--- config.mk ---
export PLATFORM = sky130hd
export DESIGN_NAME = seq_serializer
export DESIGN_NICKNAME = d
export VERILOG_FILES = /design/src/rtl/seq_pkg.sv /design/src/rtl/seq_serializer.sv
export SDC_FILE = /design/constraint.sdc
export NUM_CORES = 1
export LEC_CHECK = 0
export CAP_MARGIN = 20
export CORE_MARGIN = 4
export CORE_UTILIZATION = 50
export DETAILED_ROUTE_END_ITERATION = 10
export GPL_TIMING_DRIVEN = 0
export PLACE_DENSITY = 0.81
export SYNTH_ARGS = -nofsm -noshare
export SYNTH_HDL_FRONTEND = slang
export SYNTH_SLANG_ARGS = --single-unit
--- constraint.sdc ---
create_clock -name clk -period 2.9 [get_ports clk]
set_input_delay 0.58 -clock clk [delete_from_list [all_inputs] [get_ports clk]]
set_output_delay 0.58 -clock clk [all_outputs]
set_load 0.005 [all_outputs]
--- src/rtl/seq_pkg.sv ---
// Shared types and constants for the serializer and the downstream 1011 detector.
// Both blocks and their benches import this so the pattern is defined once.
package seq_pkg;

  typedef enum logic {
    IDLE  = 1'b0,
    SHIFT = 1'b1
  } state_t;

  localparam logic       IDLE_FILL_DEFAULT = 1'b0;
  localparam logic [3:0] DETECT_PATTERN    = 4'b1011;

endpackage

--- src/rtl/seq_serializer.sv ---
// Parallel-to-serial stage feeding the 1011 detector: first bit on x the cycle after accept,
// one bit per clock, WIDTH cycles per word; load_ready only in IDLE or on a word's last bit.
module seq_serializer
  import seq_pkg::*;
#(
  parameter int   WIDTH     = 8,
  parameter bit   MSB_FIRST = 1'b1,
  parameter logic IDLE_FILL = IDLE_FILL_DEFAULT
) (
  input  logic             clk,
  input  logic             rst,
  input  logic             load_valid,
  output logic             load_ready,
  input  logic [WIDTH-1:0] load_data,
  output logic             x,
  output logic             x_valid,
  output logic             busy,
  output logic             done
);

  localparam int            CW       = $clog2(WIDTH);
  localparam logic [CW-1:0] CNT_LAST = CW'(WIDTH - 1);

  state_t           r_state;
  state_t           w_state_nxt;
  logic [CW-1:0]    r_cnt;
  logic [CW-1:0]    w_cnt_nxt;
  logic [WIDTH-1:0] r_shreg;
  logic [WIDTH-1:0] w_shreg_nxt;
  logic [WIDTH-1:0] w_shifted;
  logic             r_x;
  logic             w_x_nxt;
  logic             r_x_valid;
  logic             w_x_valid_nxt;
  logic             w_last;
  logic             w_accept;
  logic             w_load_bit;
  logic             w_next_bit;
  logic             w_do_load;

  // Outputs depend on registered state only, so there is no input-to-output path.
  assign w_last     = (r_state == SHIFT) && (r_cnt == '0);
  assign load_ready = (r_state == IDLE) || w_last;
  assign busy       = (r_state == SHIFT);
  assign done       = w_last;
  assign x          = r_x;
  assign x_valid    = r_x_valid;

  assign w_accept   = load_valid && load_ready;
  assign w_shifted  = MSB_FIRST ? (r_shreg << 1) : (r_shreg >> 1);
  assign w_load_bit = MSB_FIRST ? load_data[WIDTH-1] : load_data[0];
  assign w_next_bit = MSB_FIRST ? w_shifted[WIDTH-1] : w_shifted[0];

  always_comb begin
    w_state_nxt   = r_state;
    w_cnt_nxt     = r_cnt;
    w_shreg_nxt   = r_shreg;
    w_x_nxt       = r_x;
    w_x_valid_nxt = r_x_valid;
    w_do_load     = 1'b0;

    case (r_state)
      IDLE: begin
        if (w_accept) begin
          w_do_load = 1'b1;
        end
      end
      SHIFT: begin
        if (r_cnt != '0) begin
          w_shreg_nxt = w_shifted;
          w_x_nxt     = w_next_bit;
          w_cnt_nxt   = r_cnt - CW'(1);
        end else if (w_accept) begin
          w_do_load = 1'b1;
        end else begin
          w_x_nxt       = IDLE_FILL;
          w_x_valid_nxt = 1'b0;
          w_state_nxt   = IDLE;
        end
      end
      default: begin
        w_state_nxt = IDLE;
      end
    endcase

    // Loading from IDLE and chaining on the last bit are identical, which keeps the stream gapless.
    if (w_do_load) begin
      w_shreg_nxt   = load_data;
      w_x_nxt       = w_load_bit;
      w_x_valid_nxt = 1'b1;
      w_cnt_nxt     = CNT_LAST;
      w_state_nxt   = SHIFT;
    end
  end

  always_ff @(posedge clk or negedge rst) begin
    if (!rst) begin
      r_state   <= IDLE;
      r_cnt     <= '0;
      r_shreg   <= '0;
      r_x       <= IDLE_FILL;
      r_x_valid <= 1'b0;
    end else begin
      r_state   <= w_state_nxt;
      r_cnt     <= w_cnt_nxt;
      r_shreg   <= w_shreg_nxt;
      r_x       <= w_x_nxt;
      r_x_valid <= w_x_valid_nxt;
    end
  end

endmodule

* Yosys cells after proc, flatten, opt, wreduce, memory -nomap -nowiden
Cells that the tools add are included.
W data, S select, Z words.
** Cells by class
- Add/sub/neg operators :: 1
- Eq/ne operators :: 3
- Muxes and demuxes :: 19
- Bitwise gates (word level) :: 1
- Reductions and logical operators :: 10
** Operator list (number)
- $mux W7 :: 3
- $mux W1 :: 12
- $mux W3 :: 3
- $reduce_and A2 Y1 :: 2
- $reduce_bool A2 Y1 :: 2
- $logic_not A3 Y1 :: 1
- $ne A3 B1 Y1 const B :: 1
- $reduce_and A3 Y1 :: 1
- $reduce_bool A3 Y1 :: 1
- $sub A3 B1 Y3 const B :: 1
- $logic_and A1 B1 Y1 :: 2
- $ne A2 B1 Y1 const B :: 1
- $ne A2 B2 Y1 const B :: 1
- $pmux W1 S2 :: 1
- $logic_or A1 B1 Y1 :: 1
- $not A1 Y1 :: 1
** Storage, ports and cells
- Register bits :: 13
- Bits of input ports :: 11
- Output and inout bits :: 5
- Logic and storage cells :: 39

* Longest topological paths before layout
Gate-level depths: netlist (run 1).
- Word-level depth :: 9
- Gate-level depth with buffers :: 6
- Depth with buffers taken out :: 6

* Worst setup path after synthesis (run 1)
OpenSTA, ideal clock, no wires.
- Path type :: register to output
- Start point :: register r_cnt[0]
- End point :: output done
- Data arrival time :: 995 ps
- Required time :: 2320 ps
- Slack :: 1325 ps
- Stages on the path, launching flop included :: 6
- Path buffers :: 1
- Path through :: dfrtp_1 > inv_1 > ha_1 > nand2b_4 > buf_2 > nor2_1
** Between the ends
- Word-level cells in the longest chain between the ends :: 2
** Ends and longest elaborated chain
- start: declaration :: line seq_serializer.sv:26 : logic [CW-1:0] r_cnt;
- start signal: assignment :: line seq_serializer.sv:105 : r_cnt <= w_cnt_nxt;
- $logic_not A3 Y1 :: line seq_serializer.sv:42 : assign w_last = (r_state == SHIFT) && (r_cnt == '0);
- $logic_and A1 B1 Y1 :: line seq_serializer.sv:42
- end: declaration :: line seq_serializer.sv:18 : output logic done
Every way passes these cells.

* Worst setup path in the final report (run 1)
Same ends and word-level chain as after synthesis.

==> results of run 1 <==
[sequential cells by signal (all words and copies together) (netlist names)]
| register | flops |
|---|---|
| r_cnt | 3 |
| x | 1 |
| busy | 1 |
| x_valid | 1 |
| r_shreg | 7 |
[cell families (layout without fill, tap and decap cells)]
| kind of cell | Yosys count | in the layout |
|---|---|---|
| AOI/OAI and AO/OA | 15 | 15 |
| adders and majority gates | 2 | 2 |
| buffers and inverters | 10 | 28 |
| DFF | 13 | 13 |
| muxes | 8 | 8 |
| and+or+nand+nor | 16 | 16 |
[per-layer routing]
metal  wire length (um)  vias up
li1                   -      259
met1                575      244
met2                718       15
met3                 48        3
met4                 11        0
met5                  0        -
[power by group]
part / total [mW] / switching [mW] / internal, mW
Clock: 0.109 / 0.0575 / 0.0510
Sequential: 0.291 / 0.0423 / 0.248
Combinational: 0.305 / 0.144 / 0.161
Total: 0.705 / 0.244 / 0.461
[layout make-up]
cell class / count / area (sq um)
clock inverter: 1 / 5.00
fill: 98 / 329
multi-input combinational: 41 / 282
buffer: 5 / 31.3
tap: 14 / 17.5
inverter: 5 / 18.8
clock buffer: 3 / 22.5
sequential: 13 / 325
timing repair buffer: 14 / 140
[cells in the mapped netlist (all sizes together)]
library cell	instances
dfrtp	13
mux2i	8
o21ai	7
nand3	6
buf	5
inv	5
nor2	5
a21oi	4
a211oi	2
ha	2
nand2b	2
a221o	1
and2	1
nand2	1
nor3	1
o32a	1
[final timing paths]
path,startpoint,end,slack (ns),cells after the start
setup / recovery,r_cnt[0]$_DFFE_PN0P_,done,0.47,6
hold / removal,r_cnt[0]$_DFFE_PN0P_,r_cnt[0]$_DFFE_PN0P_,0.49,1
setup reg to reg,r_cnt[0]$_DFFE_PN0P_,x$_DFFE_PN0P_,1.37,6
hold reg to reg,r_cnt[0]$_DFFE_PN0P_,r_cnt[0]$_DFFE_PN0P_,0.49,1
max in group asynchronous,rst,r_shreg[4]$_DFFE_PN0P_,1.82,1
min in group asynchronous,rst,x_valid$_DFFE_PN0P_,0.68,1
[stage by stage]
| step | setup WS [ns] | hold WS, ns | utilization | instance area [sq um] |
|---|---|---|---|---|
| after floorplan | 1.32 | 0.284 | - | 657 |
| after global placement | 0.768 | 0.462 | 0.696 | 815 |
| after detailed placement | 0.753 | 0.474 | 0.696 | 815 |
| after CTS | 0.455 | 0.486 | 0.719 | 842 |
| after global routing | 0.366 | 0.524 | 0.719 | 842 |
| final | 0.467 | 0.486 | 0.719 | 842 |
==> run metrics, run 1 <==
status=finished clean; Routed WL per cell=14.1 um; clock-pin slew on the worst setup and hold paths=0.08 ns; YS warnings=0; aggregate global routing overflow=0; CP bufs+invs=3; unrepaired setup endpoints after global routing=no; Synth Area in Adders=0.0381; leakage power total=0.408 nW; #FFs+latches synth=13; kind of critical path=reg2out; Core Area=1170 sq um; post-synthesis xor/xnor area fraction=0; post-synthesis compound-gate area fraction=0.137; largest cells by area after synthesis=dfrtp_1 (50%), mux2i_1 (12%), o21ai_0 (5.3%), nand3_1 (4.6%), ha_1 (3.8%); via count=521; Post-DP HPWL=1.04 mm; simple-gate portion of the synthesized area=0.131; Clock Sinks=13; Routed Antenna Nets=0; PostCTS Resize Cnt=0; most common cell after layout, fill and taps aside=clkdlybuf4s50_1; Initial Util=0.561; Final Max Slew Viols=0; largest family of logic cells by synthesized area=compound AO/OA/AOI/OAI gates; max incr delay on CP=0.50 ns; area leader, netlist=dfrtp_1; die width=44.2 um; Layout area overhead=28.2%; HP Class=reg2reg; VDD IR max=0.493 mV; max-cap violation count=0; Post-Synthesis Cells=64; Yosys top cell area share=0.495; CTS tree=yes; Final Non-Filler Cells=96; CP Max Fanout=10; Cell Area, Synth=657 sq um; Most Crowded Layer GR=met2; number of buffers created by CTS=3; antenna violations before repair=0; Via density=5.43; Clk Latency, worst-skew pair=0.27 ns; total I/O pin count=16; number of global-route vias before repair=544; final setup fails=0; Hold-fix buffers, CTS=0; fin crit period=2.43 ns; mux share of post-synthesis cell area=0.122; Slew headroom=0.597; Iter 0 DRT Violations=6; Post-CTS Setup Bufs=0; Max Buffers Root-to-Sink=2; commonest non-fill, non-tap cells in the layout=clkdlybuf4s50_1 (14), dfrtp_1 (13), mux2i_1 (8); Largest delay share family, worst path=buffers and inverters; largest net degree at the start of global routing=14; die area=1960 sq um; port bufs=14; fmax=411 MHz; power per cell area=837 nW/um^2; Design Power=705 uW; drt pass-1 iters=4; H-tree depth=1; Setup crit start kind=flop; Final Wtd Congestion=0.684; CP max stage cell=clkdlybuf4s50_1; Synth Area per Inst=10.3 sq um; placed cells=92; register area share after synthesis=0.495; Chip Height=44.2 um; synthesized net count=77; DRC viols=0; CP Data Required Time=2.32 ns; CP Cell Sequence=inv_1 > ha_1 > nand2b_4 > buf_2 > nor2_1 > clkdlybuf4s50_1; routed wire length=1.35 mm; share of cells above drive strength 1=0.134; CP endpoint kind=output port; Rows=12; Fin. Hold Viols=0; clk_skew=0.00386 ns; setup TNS=0 ns; met2 Use GR=0.302; Final period util=0.839; Distinct cells, synth=18; ANT cells=0; NumNets Final=96; Least-Margin Pin Slew=0.603 ns; first-pass GRT wire length=2.32 mm; met1 GRT Util=0.175; CP arrival=1.85 ns; GR Util met3=0.0366; gr usage total=0.159; Root Driver=clkbuf_4
Note: power is estimated with default switching activity, not from simulation.
==> inputs of run 2 (changes only) <==
CORE_UTILIZATION = 42   (was 50)
PLACE_DENSITY = 0.72   (was 0.81)
clock period = 2.1 ns   (was 2.9 ns; I/O delays follow)
==> run 2 against run 1 <==
Compared with the run above: clock skew rose by 0.0029 ns; via count rose by 4.0%; first-iteration DRC count rose by 67%; core utilization fell by 13 points; routed wire length fell by 2.2%; total power rose by 46%; global-route usage fell by 2.3 points; register-to-register slack got worse by 0.72 ns; sequential cell count did not move; non-clock buffer count rose by 2; sequential share of layout area fell by 1.3 points; clock power rose by 47%; critical path type unchanged; largest cell class unchanged; highest routed layer unchanged.
==> run metrics, run 2 (synthesis gave the netlist of run 1 again) <==
CP Data Required Time=1.68 ns (-0.64 ns); ANT cells=0 (unchanged); max-cap violation count=0 (unchanged); CP endpoint kind=output port; number of global-route vias before repair=485 (-11%); Reg with most FFs=r_shreg; Comb pwr share=0.457 (+0.024); setup TNS=0 ns (unchanged); met1 WL=600 um (+4.3%); unrepaired setup endpoints after global routing=no; Routed WL per cell=13.2 um (-6.1%); max FFs per register=7 (unchanged); aggregate global routing overflow=0 (unchanged); FF+latch area=325 sq um (unchanged); clock power share=0.155 (about the same); total I/O pin count=16 (unchanged); fmax=524 MHz; antenna violations before repair=0 (unchanged); drt pass-1 iters=4 (unchanged); via count=542 (+4.0%); Iter 0 DRT Violations=10 (+4); Routed Antenna Nets=0 (unchanged); Clock Sinks=13 (unchanged); Root Driver=clkbuf_4; kind of critical path=reg2out; wire length on met2=634 um (-12%); FILL cells=123 (+26%); CP arrival=1.49 ns (-0.36 ns); share of cells above drive strength 1=0.179 (+0.0444); Reg power frac=0.388 (-0.025); port bufs=14 (unchanged); Setup crit start kind=flop; final setup fails=0 (unchanged); Fin. Hold Viols=0 (unchanged); VDD IR max=0.607 mV (+23%); Layout area overhead=32.6%; Final Non-Filler Cells=100 (+4.2%); HP Class=in2async; Highest Signal Layer=met4; clock-pin slew on the worst setup and hold paths=0.09 ns (about the same); Rows=14 (+2); leakage power total=0.423 nW (+3.5%); most common cell after layout, fill and taps aside=dfrtp_1; largest net degree at the start of global routing=14 (unchanged); Final Wtd Congestion=0.733 (+7.1%); DRC viols=0 (unchanged); status=finished clean; Final Max Slew Viols=0 (unchanged); Max Buffers Root-to-Sink=2 (unchanged); routed wire length=1.32 mm (-2.2%); commonest non-fill, non-tap cells in the layout=dfrtp_1 (13), clkdlybuf4s50_1 (12), mux2i_1 (8); CP Max Fanout=10 (unchanged); gr usage total=0.136 (-0.0227); Via density=5.42 (-0.13%); Chip Height=47.5 um (+7.5%); first-pass GRT wire length=2.10 mm (-9.5%); routed wl met3=64 um (+33%); fin crit period=1.91 ns; Power Internal=677 uW (+47%); Final period util=0.909; Core Area=1490 sq um (+27%); sw power=353 uW (+45%); H-tree depth=1 (unchanged); CTS tree=yes; Least-Margin Pin Slew=0.595 ns (-0.00797 ns); NumNets Final=98 (+2.1%); die width=47.5 um (+7.5%); Post-DP HPWL=915 um (-12%); largest registers=r_shreg x7, r_cnt x3; number of buffers created by CTS=3 (unchanged); clk_skew=0.00678 ns (+0.00292 ns); Slew headroom=0.602 (+0.00533); Clk Latency, worst-skew pair=0.28 ns (about the same); footprint of the multi-input gates=294 sq um (+4.4%); die area=2260 sq um (+15%); Sw Share=0.343 (-0.00364); placed cells=94 (+2.2%); Hold-fix buffers, CTS=0 (unchanged); power per cell area=1180 nW/um^2 (+41%); Initial Util=0.441 (-0.120)
-- run 2: changes by cell type in the layout (fill, tap and decap cells not counted), sizes merged --
cell and change:
buf +2, clkbuf +1, clkdlybuf4s50 -2, clkinv -1, dlygate4sd2 +2
-- run 2: final timing paths --
path                                         from                     end  slack, ns  cells past startpoint
max                          r_cnt[0]$_DFFE_PN0P_                    done       0.19                      6
min                                           rst  r_shreg[6]$_DFFE_PN0P_       0.51                      1
max reg2reg                  r_cnt[0]$_DFFE_PN0P_           x$_DFFE_PN0P_       0.65                      6
min reg2reg                r_shreg[3]$_DFFE_PN0P_  r_shreg[4]$_DFFE_PN0P_       0.51                      2
max in group asynchronous                     rst  r_shreg[3]$_DFFE_PN0P_       1.20                      1
min in group clk           r_shreg[3]$_DFFE_PN0P_  r_shreg[4]$_DFFE_PN0P_       0.51                      2
-- run 2: layer usage --
metal / global-route usage / vias to the layer above
met4: 0.0806 / 0
met2: 0.219 / 12
met5: 0 / -
met3: 0.0226 / 4
li1: - / 261
met1: 0.169 / 265
-- run 2: layout make-up --
class	instances	area share
clock buffer	4	0.0302
tap	16	0.0230
inverter	5	0.0216
sequential	13	0.374
multi-input combinational	41	0.338
buffer	5	0.0388
timing repair buffer	16	0.175
-- run 2: power by group through the flow --
| stage | Sequential, mW | Clock (mW) | Combinational, mW |
|---|---|---|---|
| after floorplan | 0.393 | 0 | 0.275 |
| after global placement | 0.399 | 0 | 0.403 |
| after detailed placement | 0.404 | 0 | 0.415 |
| after CTS | 0.400 | 0.160 | 0.465 |
| after global routing | 0.413 | 0.172 | 0.523 |
| final | 0.400 | 0.160 | 0.471 |
-- run 2: what timing repair did --
action,in CTS,in global routing
gates resized for setup,7,0
setup buffers,2,0
hold endpoints to repair,0,0
endpoints found under the setup margin,2,0
-- run 2: worst max-delay path: stages, from the launching register on --
cell and delay (ns):
dfrtp_1 0.41, inv_2 0.09, ha_4 0.16, nand2b_4 0.06
buf_4 0.17, nor2_1 0.09, dlygate4sd2_1 0.24
-- run 2: metrics by stage --
stage | setup slack, ns | util | hold slack [ns] | power [mW] | cell area [sq um]
3_5_place_dp | 0.106 | 0.549 | 0.490 | 0.819 | 817
3_3_place_gp | 0.129 | 0.549 | 0.459 | 0.802 | 817
5_1_grt | 0.104 | 0.585 | 0.544 | 1.11 | 871
2_1_floorplan | 0.659 | - | 0.124 | 0.669 | 657
4_1_cts | 0.203 | 0.585 | 0.511 | 1.03 | 871
6_report | 0.191 | 0.585 | 0.508 | 1.03 | 871
==> inputs of run 3 (changes only) <==
REMOVE_ABC_BUFFERS = 1   (was unset)
==> run 3 against run 2 <==
Compared with the run above: first-iteration DRC count down 40%; sequential share of layout area down 0.23 points; cell count unchanged; non-clock buffer count unchanged; critical path depth down 1; routed wire length up 5.1%; sequential cell count unchanged; worst setup slack worse by 0.082 ns; total power up 0.25%; combinational power down 2%; clock skew up 0.0037 ns; critical endpoint unchanged; largest power group unchanged; highest routed layer unchanged.
==> run metrics, run 3 (synthesis gave the netlist of run 1 again) <==
hold_sp=r_shreg[0]$_DFFE_PN0P_; largest registers=r_shreg x7, r_cnt x3; Layout area overhead=33.9%; Clock Sinks=13 (unchanged); antenna violations before repair=0 (unchanged); Slew headroom=0.553 (-0.0486); setup slack after layout=0.109 ns (-0.0824 ns); Setup crit start kind=flop; CP endpoint kind=output port; die width=47.5 um (unchanged); Final Max Slew Viols=0 (unchanged); Initial Util=0.441 (unchanged); clock-pin slew on the worst setup and hold paths=0.09 ns (about the same); Rows=14 (unchanged); H-tree depth=1 (unchanged); die area=2260 sq um (unchanged); CP Data Required Time=1.68 ns (about the same); fin crit period=1.99 ns (+0.0824 ns); number of buffers created by CTS=3 (unchanged); Core Area=1490 sq um (unchanged); ANT cells=0 (unchanged); Final Wtd Congestion=0.652 (-11%); reg-to-reg endpoint=x$_DFFE_PN0P_; status=finished clean; Clk Latency, worst-skew pair=0.28 ns (about the same); Via density=5.25 (-3.1%); Reg with most FFs=r_shreg; setup TNS=0 ns (unchanged); leakage power total=0.418 nW (-1.1%); HP Class=reg2reg; Least-Margin Pin Slew=0.668 ns (+0.0726 ns); CTS tree=yes; routed wire length=1.39 mm (+5.1%); Routed Antenna Nets=0 (unchanged); drt pass-1 iters=4 (unchanged); number of global-route vias before repair=472 (-2.7%); unrepaired setup endpoints after global routing=no; Root Driver=clkbuf_4; final setup fails=0 (unchanged); r2r worst-path depth=6 (unchanged); max FFs per register=7 (unchanged); kind of critical path=reg2out; total I/O pin count=16 (unchanged); most common cell after layout, fill and taps aside=clkdlybuf4s50_1; first-pass GRT wire length=2.13 mm (+1.3%); Crit Reg-Reg Startpoint=r_cnt[1]$_DFFE_PN0P_; Routed WL per cell=13.9 um (+5.1%); largest net degree at the start of global routing=16 (+2); max-cap violation count=0 (unchanged); power per cell area=1170 nW/um^2 (-0.74%); Hold EP=r_shreg[1]$_DFFE_PN0P_; Hold Path Depth=2; DRC viols=0 (unchanged); VDD IR max=0.468 mV (-23%); CP arrival=1.57 ns (+0.08 ns); NumNets Final=98 (unchanged); port bufs=15 (+1); Fin. Hold Viols=0 (unchanged); Iter 0 DRT Violations=6 (-4); Chip Height=47.5 um (unchanged); share of cells above drive strength 1=0.179 (unchanged); gr usage total=0.142 (+0.00570); commonest non-fill, non-tap cells in the layout=clkdlybuf4s50_1 (14), dfrtp_1 (12), mux2i_1 (8); aggregate global routing overflow=0 (unchanged); Post-DP HPWL=850 um (-7.1%); via count=525 (-3.1%); Final period util=0.948 (+0.0392); flop2flop setup slack=0.63 ns (-0.02 ns); CP Max Fanout=5 (-5); fmax=502 MHz (-4.1%); Max Buffers Root-to-Sink=2 (unchanged); clk_skew=0.0105 ns (+0.00375 ns); Setup WS pre-CTS=0.0397 ns (-0.0665 ns)
run 3: through the flow:
step	total power, mW	hold slack, ns	area [sq um]	util	std cells
after floorplan	0.637	0.124	626	-	59
after global placement	0.771	0.460	796	0.534	90
after detailed placement	0.790	0.474	796	0.534	90
after CTS	1.04	0.515	878	0.590	100
after global routing	1.12	0.540	880	0.591	100
final	1.03	0.504	880	0.591	100
run 3: area by class of cell:
| class | count | area (sq um) |
|---|---|---|
| clock buffers | 4 | 26.3 |
| fillers | 142 | 609 |
| inverters | 5 | 18.8 |
| multi-input cells | 41 | 294 |
| flip-flops and latches | 13 | 327 |
| well taps | 16 | 20.0 |
| repair buffers | 21 | 194 |
run 3: critical path: stages (launching register included):
cell	delay, ns
dfrtp_1	0.39
inv_2	0.08
ha_4	0.15
nand2b_4	0.07
nor2_1	0.08
clkdlybuf4s50_1	0.50
run 3: routing by layer:
metal  wire [um]  up-vias  global-route usage  share of wire
met5           0        -                   0              0
met1         608      247               0.175           0.44
met4          27        0              0.0645          0.019
met2         672       15               0.209           0.48
li1            -      259                   -              -
met3          83        4              0.0677          0.060
run 3: timing repair:
item                                    in CTS  in global routing
resized for setup                            5                  1
pin swaps                                    1                  0
setup buffers                                6                  0
hold buffers                                 0                  0
endpoints found under the setup margin       2                  1
run 3: power breakdown:
group | internal (mW) | switching, mW
clock | 0.0738 | 0.0847
sequential | 0.344 | 0.0696
combinational | 0.262 | 0.198
run 3: worst max-delay path by stage:
stage,start,to,slack (ns),cells after the start
floorplan,r_cnt[0]$_DFFE_PN0P_,load_ready,0.64,5
global placement,r_cnt[0]$_DFFE_PN0P_,load_ready,0.06,6
detailed placement,r_cnt[0]$_DFFE_PN0P_,load_ready,0.04,6
CTS,busy$_DFF_PN0_,done,0.04,3
global route,r_cnt[1]$_DFFE_PN0P_,done,0.01,5
finish,r_cnt[1]$_DFFE_PN0P_,done,0.11,5
